$ cat src/rtl/mem_bus_arbiter.sv
// rtl/mem_bus_arbiter.sv - byte-serial memory bus arbiter between instruction fetch and load/store unit
module mem_bus_arbiter (
    input  logic        clk_in,
    input  logic        rst_in,
    input  logic        rdy_in,
    input  logic        flush,
    input  logic        io_buffer_full,
    input  logic [7:0]  mem_din,
    output logic [7:0]  mem_dout,
    output logic [31:0] mem_a,
    output logic        mem_wr,
    input  logic        if_en,
    input  logic [31:0] if_addr,
    output logic        if_rdy,
    output logic [31:0] if_data,
    input  logic        lsb_en,
    input  logic        lsb_wr,
    input  logic [1:0]  lsb_size,
    input  logic [31:0] lsb_addr,
    input  logic [31:0] lsb_wdata,
    output logic        lsb_rdy,
    output logic [31:0] lsb_rdata
);

    typedef enum logic [1:0] {IDLE, READ, WRITE} state_t;

    state_t      state_q, state_n;
    logic [1:0]  k_q, k_n;
    logic [1:0]  last_q, last_n;
    logic        drain_q, drain_n;
    logic        owner_lsb_q, owner_lsb_n;
    logic        prio_lsb_q, prio_lsb_n;
    logic [31:0] addr_q, addr_n;
    logic [31:0] wdata_q, wdata_n;
    logic [31:0] rbuf_q, rbuf_n;
    logic        if_rdy_q, if_rdy_n;
    logic        lsb_rdy_q, lsb_rdy_n;
    logic [31:0] if_data_q, if_data_n;
    logic [31:0] lsb_rdata_q, lsb_rdata_n;

    logic [31:0] byte_addr;
    logic        io_stall;
    logic        if_req, lsb_req, grant_lsb, grant_if;
    logic [1:0]  lsb_last;
    logic [1:0]  sel_idx;
    logic [31:0] rbuf_ins;

    assign byte_addr = addr_q + {30'd0, k_q};
    assign io_stall  = (state_q == WRITE) && (byte_addr[17:16] == 2'b11) && io_buffer_full;
    assign if_req    = if_en && !if_rdy_q && !flush;
    assign lsb_req   = lsb_en && !lsb_rdy_q && !flush;
    assign grant_lsb = lsb_req && (!if_req || prio_lsb_q);
    assign grant_if  = if_req && !grant_lsb;
    assign lsb_last  = (lsb_size == 2'd0) ? 2'd0 : (lsb_size == 2'd1) ? 2'd1 : 2'd3;

    // Memory answers one cycle after the address, so byte k lands one cycle behind k.
    always_comb begin
        sel_idx  = drain_q ? last_q : (k_q - 2'd1);
        rbuf_ins = rbuf_q;
        rbuf_ins[{sel_idx, 3'b000} +: 8] = mem_din;
    end

    always_comb begin
        state_n     = state_q;
        k_n         = k_q;
        last_n      = last_q;
        drain_n     = drain_q;
        owner_lsb_n = owner_lsb_q;
        prio_lsb_n  = prio_lsb_q;
        addr_n      = addr_q;
        wdata_n     = wdata_q;
        rbuf_n      = rbuf_q;
        if_rdy_n    = 1'b0;
        lsb_rdy_n   = 1'b0;
        if_data_n   = if_data_q;
        lsb_rdata_n = lsb_rdata_q;
        mem_a       = 32'd0;
        mem_wr      = 1'b0;
        mem_dout    = 8'd0;

        case (state_q)
            IDLE: begin
                k_n     = 2'd0;
                drain_n = 1'b0;
                rbuf_n  = 32'd0;
                if (grant_lsb) begin
                    state_n     = lsb_wr ? WRITE : READ;
                    owner_lsb_n = 1'b1;
                    prio_lsb_n  = 1'b0;
                    addr_n      = lsb_addr;
                    wdata_n     = lsb_wdata;
                    last_n      = lsb_last;
                end else if (grant_if) begin
                    state_n     = READ;
                    owner_lsb_n = 1'b0;
                    prio_lsb_n  = 1'b1;
                    addr_n      = if_addr;
                    last_n      = 2'd3;
                end
            end
            READ: begin
                if (!drain_q) begin
                    mem_a = byte_addr;
                end
                if (flush) begin
                    state_n = IDLE;
                    k_n     = 2'd0;
                    drain_n = 1'b0;
                end else if (drain_q) begin
                    state_n = IDLE;
                    k_n     = 2'd0;
                    drain_n = 1'b0;
                    rbuf_n  = rbuf_ins;
                    if (owner_lsb_q) begin
                        lsb_rdata_n = rbuf_ins;
                        lsb_rdy_n   = 1'b1;
                    end else begin
                        if_data_n = rbuf_ins;
                        if_rdy_n  = 1'b1;
                    end
                end else begin
                    if (k_q != 2'd0) begin
                        rbuf_n = rbuf_ins;
                    end
                    if (k_q == last_q) begin
                        drain_n = 1'b1;
                    end else begin
                        k_n = k_q + 2'd1;
                    end
                end
            end
            WRITE: begin
                if (!io_stall) begin
                    mem_a    = byte_addr;
                    mem_wr   = rdy_in;
                    mem_dout = wdata_q[{k_q, 3'b000} +: 8];
                    if (k_q == last_q) begin
                        state_n   = IDLE;
                        k_n       = 2'd0;
                        lsb_rdy_n = 1'b1;
                    end else begin
                        k_n = k_q + 2'd1;
                    end
                end
            end
            default: begin
                state_n = IDLE;
                k_n     = 2'd0;
                drain_n = 1'b0;
            end
        endcase
    end

    always_ff @(posedge clk_in) begin
        if (rst_in) begin
            state_q     <= IDLE;
            k_q         <= 2'd0;
            last_q      <= 2'd0;
            drain_q     <= 1'b0;
            owner_lsb_q <= 1'b0;
            prio_lsb_q  <= 1'b1;
            addr_q      <= 32'd0;
            wdata_q     <= 32'd0;
            rbuf_q      <= 32'd0;
            if_rdy_q    <= 1'b0;
            lsb_rdy_q   <= 1'b0;
            if_data_q   <= 32'd0;
            lsb_rdata_q <= 32'd0;
        end else if (rdy_in) begin
            state_q     <= state_n;
            k_q         <= k_n;
            last_q      <= last_n;
            drain_q     <= drain_n;
            owner_lsb_q <= owner_lsb_n;
            prio_lsb_q  <= prio_lsb_n;
            addr_q      <= addr_n;
            wdata_q     <= wdata_n;
            rbuf_q      <= rbuf_n;
            if_rdy_q    <= if_rdy_n;
            lsb_rdy_q   <= lsb_rdy_n;
            if_data_q   <= if_data_n;
            lsb_rdata_q <= lsb_rdata_n;
        end
    end

    assign if_rdy    = if_rdy_q;
    assign lsb_rdy   = lsb_rdy_q;
    assign if_data   = if_data_q;
    assign lsb_rdata = lsb_rdata_q;

endmodule

$ cat config.mk
export PLATFORM = sky130hd
export DESIGN_NAME = mem_bus_arbiter
export DESIGN_NICKNAME = d
export VERILOG_FILES = /design/src/rtl/mem_bus_arbiter.sv
export SDC_FILE = /design/constraint.sdc
export NUM_CORES = 1
export LEC_CHECK = 0
export ABC_AREA = 1
export ABC_CLOCK_PERIOD_IN_PS = 8450
export CORE_MARGIN = 1
export CORE_UTILIZATION = 40
export CTS_BUF_LIST = sky130_fd_sc_hd__clkbuf_16
export DETAILED_ROUTE_END_ITERATION = 6
export DONT_BUFFER_PORTS = 1
export GPL_TIMING_DRIVEN = 0
export HOLD_SLACK_MARGIN = 0.15
export PLACE_DENSITY = 0.6
export SYNTH_ARGS = -nofsm -noshare
export SYNTH_HDL_FRONTEND = slang
export SYNTH_SLANG_ARGS = --single-unit
export TNS_END_PERCENT = 30
$ cat constraint.sdc
create_clock -name clk_in -period 8.45 [get_ports clk_in]
set_input_delay 0.845 -clock clk_in [delete_from_list [all_inputs] [get_ports clk_in]]
set_output_delay 0.845 -clock clk_in [all_outputs]
set_load 0.02 [all_outputs]
Yosys cells after proc, flatten, opt, wreduce, memory -nomap -nowiden
Cells that the tools add are included.
- add/subtract/negate cells: 4
- reductions and logical operators: 27
- shifts and indexed selects: 3
- multiplexer cells: 50
- bitwise logic cells: 3
- equal/unequal tests: 12
- operators with widths (cell ; count):
    32-bit two-way mux ; 7
    32-bit one-hot mux with 2 select lines ; 2
    2-bit two-way mux ; 17
    32-bit by 2-bit adder with 32-bit output ; 1
    32-bit bitwise mux ; 1
    8-bit by 7-bit variable shift with 32-bit output, first input constant ; 1
    32-bit by 6-bit variable part select with 8-bit output ; 1
    8-bit by 7-bit variable part select with 32-bit output ; 1
    1-bit two-way mux ; 17
    8-bit two-way mux ; 2
    5-bit AND reduction ; 3
    3-bit != test, second input constant ; 3
    3-bit AND reduction ; 3
    1-bit logical AND ; 8
    5-bit negator with 7-bit output ; 1
    2-bit one-hot mux with 3 select lines ; 1
    2-bit nonzero test ; 3
    1-bit zero test ; 5
    2-bit by 1-bit equality test with 1-bit output, second input constant ; 2
    2-bit equality test, second input constant ; 2
    2-bit zero test ; 2
    2-bit != test, second input constant ; 2
    4-bit != test, second input constant ; 1
    1-bit one-hot mux with 2 select lines ; 2
    other kinds (9) ; 11
- input port bits: 114
- register bits after elaboration: 171
- output and inout port bits: 107
- word-level logic and storage cells: 112

Longest topological paths before layout
Gate-level depths: netlist (run 1).
- depth after elaboration: 11
- mapped depth: 15

Worst setup path after synthesis (run 1)
Ideal clock, no wire load.
- kind: reg2out
- start: reg k_q[0]
- end: out mem_a[22]
- cell stages (with the launch flop): 14
- arrival time: 2174 ps
- setup slack: 5431 ps
- cell sequence: dfxtp_1 -> ha_1 -> fa_1 -> nand2_1 -> nor2_2 -> nand2_2 -> o21ai_0 -> nand2_1 -> nor2_2 -> nand2_4 -> nand2_4 -> nand2_4 -> nand2_4 -> nor3b_1
- word-level cells in the longest chain between the ends: 6
- elaborated cells on any way between the ends: 7
- RTL lines (what ; line ; text):
    start, declared ; 28 ; logic [1:0] k_q, k_n;
    start signal, assigned ; 171 ; k_q <= k_n;
    32-bit by 2-bit adder with 32-bit output * ; 48 ; assign byte_addr = addr_q + {30'd0, k_q};
    2-bit equality test ; 49 ; assign io_stall = (state_q == WRITE) && (byte_addr[17:16] == 2'b11) && io_buffer_full;
    1-bit logical AND (2 in series) ; 49 ;
    32-bit two-way mux ; 133 ; if (!io_stall) begin
    32-bit one-hot mux with 2 select lines * ; 81 ; case (state_q)
    end, declared ; 10 ; output logic [31:0] mem_a,
Every way passes the cells marked *; elsewhere a longest branch is shown, timed or not.

Final worst setup path (run 1)
Same ends and word-level chain as after synthesis.

==> metrics, run 1 <==
master of the slowest instance on the critical path=sky130_fd_sc_hd__nor3b_1; post-cts repair resize count=0; Iteration-0 DRC Markers=around 530; area of the placeable core=0.0202 mm²; Worst Reg2Reg Path Length in Cells=13; Horiz. Die Dim=approximately 150 µm; cell count after synthesis=around 1.2k; reg-to-reg critical path startpoint=k_q[1]; crit path capture type=output pin; register area share after synthesis=approximately two fifths; number of optimization iterations in the first detailed-route pass=5; Initial Util=between 40% and 50%; Max stage delay on crit path=between 600 and 700 ps; reg-to-reg setup timing slack=roughly 4600 ps; cell repeated most along the worst path=sky130_fd_sc_hd__nand2_4; required time at the worst-slack endpoint=approximately 7600 ps; most common library cell in the layout ignoring fill and taps=sky130_fd_sc_hd__nand2_1; I/O Pins=between 200 and 250; number of hold buffers added after CTS=0; via count=between 7k and 8k; area of the mapped netlist=0.00825 mm²; Routed Antenna Nets=0; top cells by area in the synthesized netlist=sky130_fd_sc_hd__dfxtp_1 (41%), sky130_fd_sc_hd__nand2_1 (11%), sky130_fd_sc_hd__inv_1 (8.0%), sky130_fd_sc_hd__o21ai_0 (7.5%), sky130_fd_sc_hd__a21oi_1 (7.5%); number of antenna violations at the first check in global routing=1; routed vias/inst=~5.1; area share of the leading cell type in the synthesized netlist=a little over 40%; area taken by flip-flops and latches=0.00342 mm²; RSZ-0062 raised after global routing=false; Port-buffer cells=0; largest family of logic cells by synthesized area=compound AO/OA/AOI/OAI gates; end of the worst register-to-register path=if_data[22]; share of cells above drive strength 1=about 5.0%; routability congestion estimate from global placement=0.920; status=completed; FP Rows=52; compound-gate portion of the synthesized area=between 20% and 30%; slew at the pin closest to its max-slew limit=between 700 and 800 ps; arrival time reported for the critical path endpoint=2990 ps; Relative slew margins=between 40 and 50%; area share of fa/ha/maj cells after synthesis=under 10%; pin count of the biggest net entering global routing=17; leading cell types in the layout, fill and taps excluded=sky130_fd_sc_hd__nand2_1 (239), sky130_fd_sc_hd__inv_1 (177), sky130_fd_sc_hd__dfxtp_1 (171), sky130_fd_sc_hd__o21ai_0 (124), sky130_fd_sc_hd__a21oi_1 (123); buffers inserted during post-CTS setup optimization=0; number of clock sinks=171; routed wire length per instance=17.1 µm; cell count of the worst hold path=2; final setup margin=between 4000 and 5000 ps; mux cell area share after synthesis=0%; multi-input combinational cell area=~0.0039 mm²; number of synthesis warnings=0; Setup crit start kind=flop; Seq cells post-synth=between 150 and 200; setup slack at placement=4710 ps; Period minus WS final=between 3000 and 4000 ps; global-route wire length before repair=about 40000 µm; HPWL Detailed=19500 µm; TNS Setup=0 ps; die footprint=0.0212 mm²; total power divided by cell area=a little over 200 mW/mm²; clock root buffer=sky130_fd_sc_hd__clkbuf_16; clock network latency to the later pin of the worst-skew pair=around 430 ps; hold endpoint=wdata_q[12]; Die Span Y=~150 µm; final worst path period share=a little under half; Clock Skew=13.7 ps; Peak supply drop=~0.00013 V; maxcap violations=0; Bufs on Longest Clock Path=2; post-synthesis xor/xnor area fraction=2.55%; fill cell instance count of the final layout=~2.1k; syn_nets=between 1k and 1.5k; biggest area consumer among synthesized cells=sky130_fd_sc_hd__dfxtp_1; start point of the worst hold path=wdata_q[12]; TritonCTS clock tree=done; Max Clk Rate=260 MHz; maximum level of the CTS H-tree=4; crit path cell chain=ha_1, fa_1, nand2_1, nor2_2, nand2_2, o21ai_0, nand2_1, nor2_2, nand2_4, nand2_4, nand2_4, nand2_4, nor3b_1; top fanout value on the critical path=10; number of library cell types mapped by synthesis=37; layout net count=~1.3k; Leakage Power=3.71 nW; number of buffers added by the clock tree synthesis step=17; worst setup path category=reg -> out; remaining global-route overflow=0; final count of hold timing violations=0; number of global-route vias before repair=between 7k and 8k; simple-gate share of the synthesized area=between 20% and 30%; classification of the worst-slack hold path=reg -> reg; mean area per synthesized cell=6.92 µm²; area added between synthesis and finish=10.9%; final setup violation count=0; Residual DRC=0; number of inserted diodes=0; post-CTS clock slew at the launch and capture registers of the worst setup and hold paths=70 ps; Final Slew Violations=0; overall routed net length=between 20000 and 30000 µm; GRT Overall Usage=24.2%
## cells in the mapped netlist (all sizes together)
library cell  count
nor3b             3
a32oi             8
ha               11
nand3            16
o22ai            25
clkbuf           49
and3b             1
clkinv            3
o21bai           25
xnor2            10
fa                1
dfxtp           171
o211ai            1
nand2           244
inv             179
nor2            124
buf              17
a31oi            26
nor3              7
nor4              2
a21oi           123
nand4             7
o31ai             1
xor2             14
o21ai           125
## through the flow
step / power (mW) / area (µm²) / instances / hold WS, ps / utilization (%)
final: 1.85 / 9160 / 1495 / 455 / 45.3
after global routing: 1.92 / 9160 / 1495 / 468 / 45.3
after CTS: 1.86 / 9160 / 1495 / 456 / 45.3
after detailed placement: 1.09 / 8590 / 1463 / 446 / 42.5
after global placement: 1.09 / 8590 / 1463 / 441 / 42.5
after floorplan: 1.02 / 8250 / 1193 / 430 / -
## logic make-up after synthesis
| logic type | after synthesis |
|---|---|
| compound gates | 334 |
| xor+xnor | 24 |
| fa+ha+maj | 12 |
| buf+inv | 248 |
| flops | 171 |
| simple gates | 404 |
## worst max-delay path: cells and delay by family (launching register included)
family / cells / cell delay [ps]
adder cells (fa/ha/maj): 2 / 610
AND/OR/NAND/NOR: 10 / 1520
AO/OA/AOI/OAI: 1 / 110
flip-flops: 1 / 320
## sequential cells by signal, summed over array words and instances (netlist names)
name,flops
addr_q,32
owner_lsb_q,1
prio_lsb_q,1
lsb_rdata,32
if_rdy,1
last_q,2
wdata_q,32
drain_q,1
lsb_rdy,1
if_data,32
state_q,2
rbuf_q,32
k_q,2
## layer usage
| metal | part of all wire (%) | track usage, % | up-vias | routed length [µm] |
|---|---|---|---|---|
| met5 | 0.051 | 0 | - | 13 |
| met4 | 2.8 | 9.05 | 2 | 721 |
| met3 | 7.5 | 6.08 | 41 | 1930 |
| met2 | 47 | 40.2 | 271 | 11900 |
| met1 | 43 | 30.2 | 3494 | 11000 |
| li1 | - | - | 3877 | - |
## report_power, final
| group | switching (mW) | internal, mW |
|---|---|---|
| Combinational | 0.164 | 0.0624 |
| Clock | 0.357 | 0.413 |
| Sequential | 0.0217 | 0.828 |
| Total | 0.543 | 1.30 |
## worst max-delay path by stage
stage | start | endpoint | slack, ps | cells past startpoint
after floorplan | k_q[0] | mem_a[22] | 5430 | 13
after global placement | k_q[1] | if_data[22] | 4740 | 13
after detailed placement | k_q[1] | if_data[22] | 4710 | 13
after CTS | k_q[0] | mem_a[22] | 4590 | 13
after global routing | k_q[1] | if_data[18] | 4270 | 13
final | k_q[0] | mem_a[22] | 4610 | 13
## area by class of cell
cell class / count / share of cell area (%)
clock buffer: 17 / 4.65
sequential: 171 / 37.4
inverter: 182 / 7.46
multi-input combinational: 774 / 42.2
tap: 270 / 3.69
clock inverter: 15 / 1.53
buffer: 66 / 3.07
(Power assumes the default switching activity.)
==> inputs of run 2 (changes only) <==
--- a/config.mk
+++ b/config.mk
@@ -6,7 +6,7 @@
 export NUM_CORES = 1
 export LEC_CHECK = 0
 export ABC_AREA = 1
-export ABC_CLOCK_PERIOD_IN_PS = 8450
+export ABC_CLOCK_PERIOD_IN_PS = 3150
 export CORE_MARGIN = 1
 export CORE_UTILIZATION = 40
 export CTS_BUF_LIST = sky130_fd_sc_hd__clkbuf_16
@@ -14,7 +14,7 @@
 export DONT_BUFFER_PORTS = 1
 export GPL_TIMING_DRIVEN = 0
 export HOLD_SLACK_MARGIN = 0.15
-export PLACE_DENSITY = 0.6
+export PLACE_DENSITY = 0.62
 export SYNTH_ARGS = -nofsm -noshare
 export SYNTH_HDL_FRONTEND = slang
 export SYNTH_SLANG_ARGS = --single-unit
==> constraint.sdc (replaced) <==
create_clock -name clk_in -period 3.15 [get_ports clk_in]
set_input_delay 0.315 -clock clk_in [delete_from_list [all_inputs] [get_ports clk_in]]
set_output_delay 0.315 -clock clk_in [all_outputs]
set_load 0.02 [all_outputs]
==> run 2 against run 1 <==
  * Sequential power rose to 2.7 times the previous value
  * Sequential cell count did not move
  * Power rose to 2.7 times the previous value
  * Worst hold slack got worse by 300 ps
  * Combinational power rose to 3.4 times the previous value
  * Worst setup slack got worse by 4500 ps
  * Critical endpoint is now mem_a[2]
  * Routed wire length rose by 6.6%
==> metrics, run 2 (synthesized netlist as in run 1, its figures left out) <==
Period minus WS final=3050 ps; routed wire length per instance=17.2 µm (+0.78%); number of inserted diodes=0 (unchanged); number of global-route vias before repair=7818 (+8.2%); area of the placeable core=0.0202 mm² (unchanged); via count=8234 (+7.1%); Leakage Power=4.16 nW (+12%); RSZ-0062 raised after global routing=true; Total Power=5.02 mW (+170%); number of optimization iterations in the first detailed-route pass=5 (unchanged); met3 WL=1900 µm (-1.6%); FP Rows=52 (unchanged); placed cell areas=0.00859 mm² (unchanged); clock root buffer=sky130_fd_sc_hd__clkbuf_16; crit path cell chain=ha_2, fa_2, nand2_4, nor2_4, nand2_2, o21ai_0, nand2_1, nor2_2, nand2_4, nand2_8, nand2_4, nand2_4, buf_8, nor3b_4; remaining global-route overflow=0 (unchanged); number of clock sinks=171 (unchanged); Crit path buffers/inverters=1 (+1); routed wl met2=13100 µm (+10%); master of the slowest instance on the critical path=sky130_fd_sc_hd__fa_2; multi-input combinational cell area=0.00405 mm² (+4.9%); maximum level of the CTS H-tree=4 (unchanged); status=completed; HPWL Detailed=19700 µm (+0.88%); area taken by flip-flops and latches=0.00342 mm² (about the same); Iteration-0 DRC Markers=652 (+23%); Relative slew margins=50.6% (+3.9 points); slew at the pin closest to its max-slew limit=741 ps (-50.2 ps); maxcap violations=0 (unchanged); final std cells w/o fill=1582 (+5.8%); pin count of the biggest net entering global routing=18 (+1); classification of the worst-slack hold path=in -> reg; die footprint=0.0212 mm² (unchanged); total power divided by cell area=491 mW/mm² (+140%); top layer used by detailed routing=met5; Setup crit start kind=flop; Horiz. Die Dim=146 µm (unchanged); final std cell area, no fill=0.0102 mm² (+12%); layout net count=1426 (+6.6%); Final Slew Violations=0 (unchanged); I/O Pins=221 (unchanged); Residual DRC=0 (unchanged); fill cell instance count of the final layout=2055 (-2.2%); GRT Overall Usage=25.4% (+1.2 points); met1 wire length=11400 µm (+4.2%); global-route wire length before repair=42000 µm (+5.9%); Port-buffer cells=0 (unchanged); final worst path period share=between 90% and 100%; Clock Skew=15.9 ps (+2.15 ps); cell family contributing the most delay on the critical path=simple AND/OR/NAND/NOR gates; required time at the worst-slack endpoint=2830 ps (-4780 ps); TritonCTS clock tree=done; final count of hold timing violations=0 (unchanged); clock network latency to the later pin of the worst-skew pair=430 ps (about the same); Initial Util=40.8% (unchanged); routed vias/inst=5.20 (+1.3%); crit path capture type=output pin; number of buffers added by the clock tree synthesis step=17 (unchanged); arrival time reported for the critical path endpoint=2740 ps (-250 ps); Max Clk Rate=about 330 MHz; Routed Antenna Nets=0 (unchanged); leading cell types in the layout, fill and taps excluded=sky130_fd_sc_hd__nand2_1 (236), sky130_fd_sc_hd__inv_1 (176), sky130_fd_sc_hd__dfxtp_1 (170), sky130_fd_sc_hd__o21ai_0 (123), sky130_fd_sc_hd__a21oi_1 (122); cell repeated most along the worst path=sky130_fd_sc_hd__nand2_4; share of cells above drive strength 1=8.16% (+3.2 points); Placed Cells incl. Taps=1463 (unchanged); Max stage delay on crit path=370 ps (-280 ps); Bufs on Longest Clock Path=2 (unchanged); Die Span Y=146 µm (unchanged); routability congestion estimate from global placement=0.947 (+3.0%); top fanout value on the critical path=10 (unchanged); final setup violation count=0 (unchanged); post-CTS clock slew at the launch and capture registers of the worst setup and hold paths=70 ps (about the same); number of antenna violations at the first check in global routing=1 (unchanged); area added between synthesis and finish=24.0%; overall routed net length=27200 µm (+6.6%); most common library cell in the layout ignoring fill and taps=sky130_fd_sc_hd__nand2_1; worst setup path category=reg -> out; Peak supply drop=0.000369 V (+190%)
-- run 2: cell count changes in the layout (fill, tap and decap cells not counted), moves of 3 or more --
cell                            change
sky130_fd_sc_hd__dlygate4sd3_1     +90
sky130_fd_sc_hd__nor2_1            -22
sky130_fd_sc_hd__nor2_2            +20
sky130_fd_sc_hd__o22ai_1            -8
sky130_fd_sc_hd__o22ai_2            +8
sky130_fd_sc_hd__inv_6              +5
sky130_fd_sc_hd__buf_1              -3
sky130_fd_sc_hd__nand2_1            -3
-- run 2: what timing repair did --
action	4_1_cts	5_1_grt
hold endpoints to repair	67	0
hold buffers	90	0
resized for setup	22	33
pin swaps	1	2
endpoints found under the setup margin	110	112
setup buffers	2	0
-- run 2: area by class of cell --
class / count / share of cell area, %
Tap cell: 270 / 3.30
Buffer: 62 / 2.68
Timing Repair Buffer: 92 / 8.95
Sequential cell: 171 / 33.5
Clock buffer: 17 / 4.16
Multi-Input combinational cell: 774 / 39.6
Inverter: 182 / 6.75
Clock inverter: 14 / 1.08
-- run 2: report_power, final --
group          total, mW  internal, mW  switching [mW]
combinational      0.769         0.263           0.506
sequential          2.28          2.22          0.0591
clock               1.98          1.02           0.951
-- run 2: worst paths after layout --
path                              startpoint         end  slack (ps)  depth (start not counted)
worst max-delay path               addr_q[0]    mem_a[2]         100                         14
worst min-delay path            lsb_addr[29]  addr_q[29]         150                          2
worst max register to register        k_q[1]  rbuf_q[15]         220                         12
worst min register to register    wdata_q[8]  wdata_q[8]         450                          2
-- run 2: through the flow --
stage          util [%]  hold WS (ps)  TNS [ps]  setup WS [ps]
3_3_place_gp       42.5           440    -35450           -552
2_1_floorplan         -           430         0            417
3_5_place_dp       42.5           444    -37980           -572
4_1_cts            50.0           151      -226          -75.8
6_report           50.6           152         0           96.6
5_1_grt            50.6           176     -58.6          -45.0
-- run 2: per-layer routing --
layer	vias up	GRT usage, %
li1	4054	-
met2	303	42.9
met1	3816	31.2
met5	-	0
met3	59	5.86
met4	2	10.2
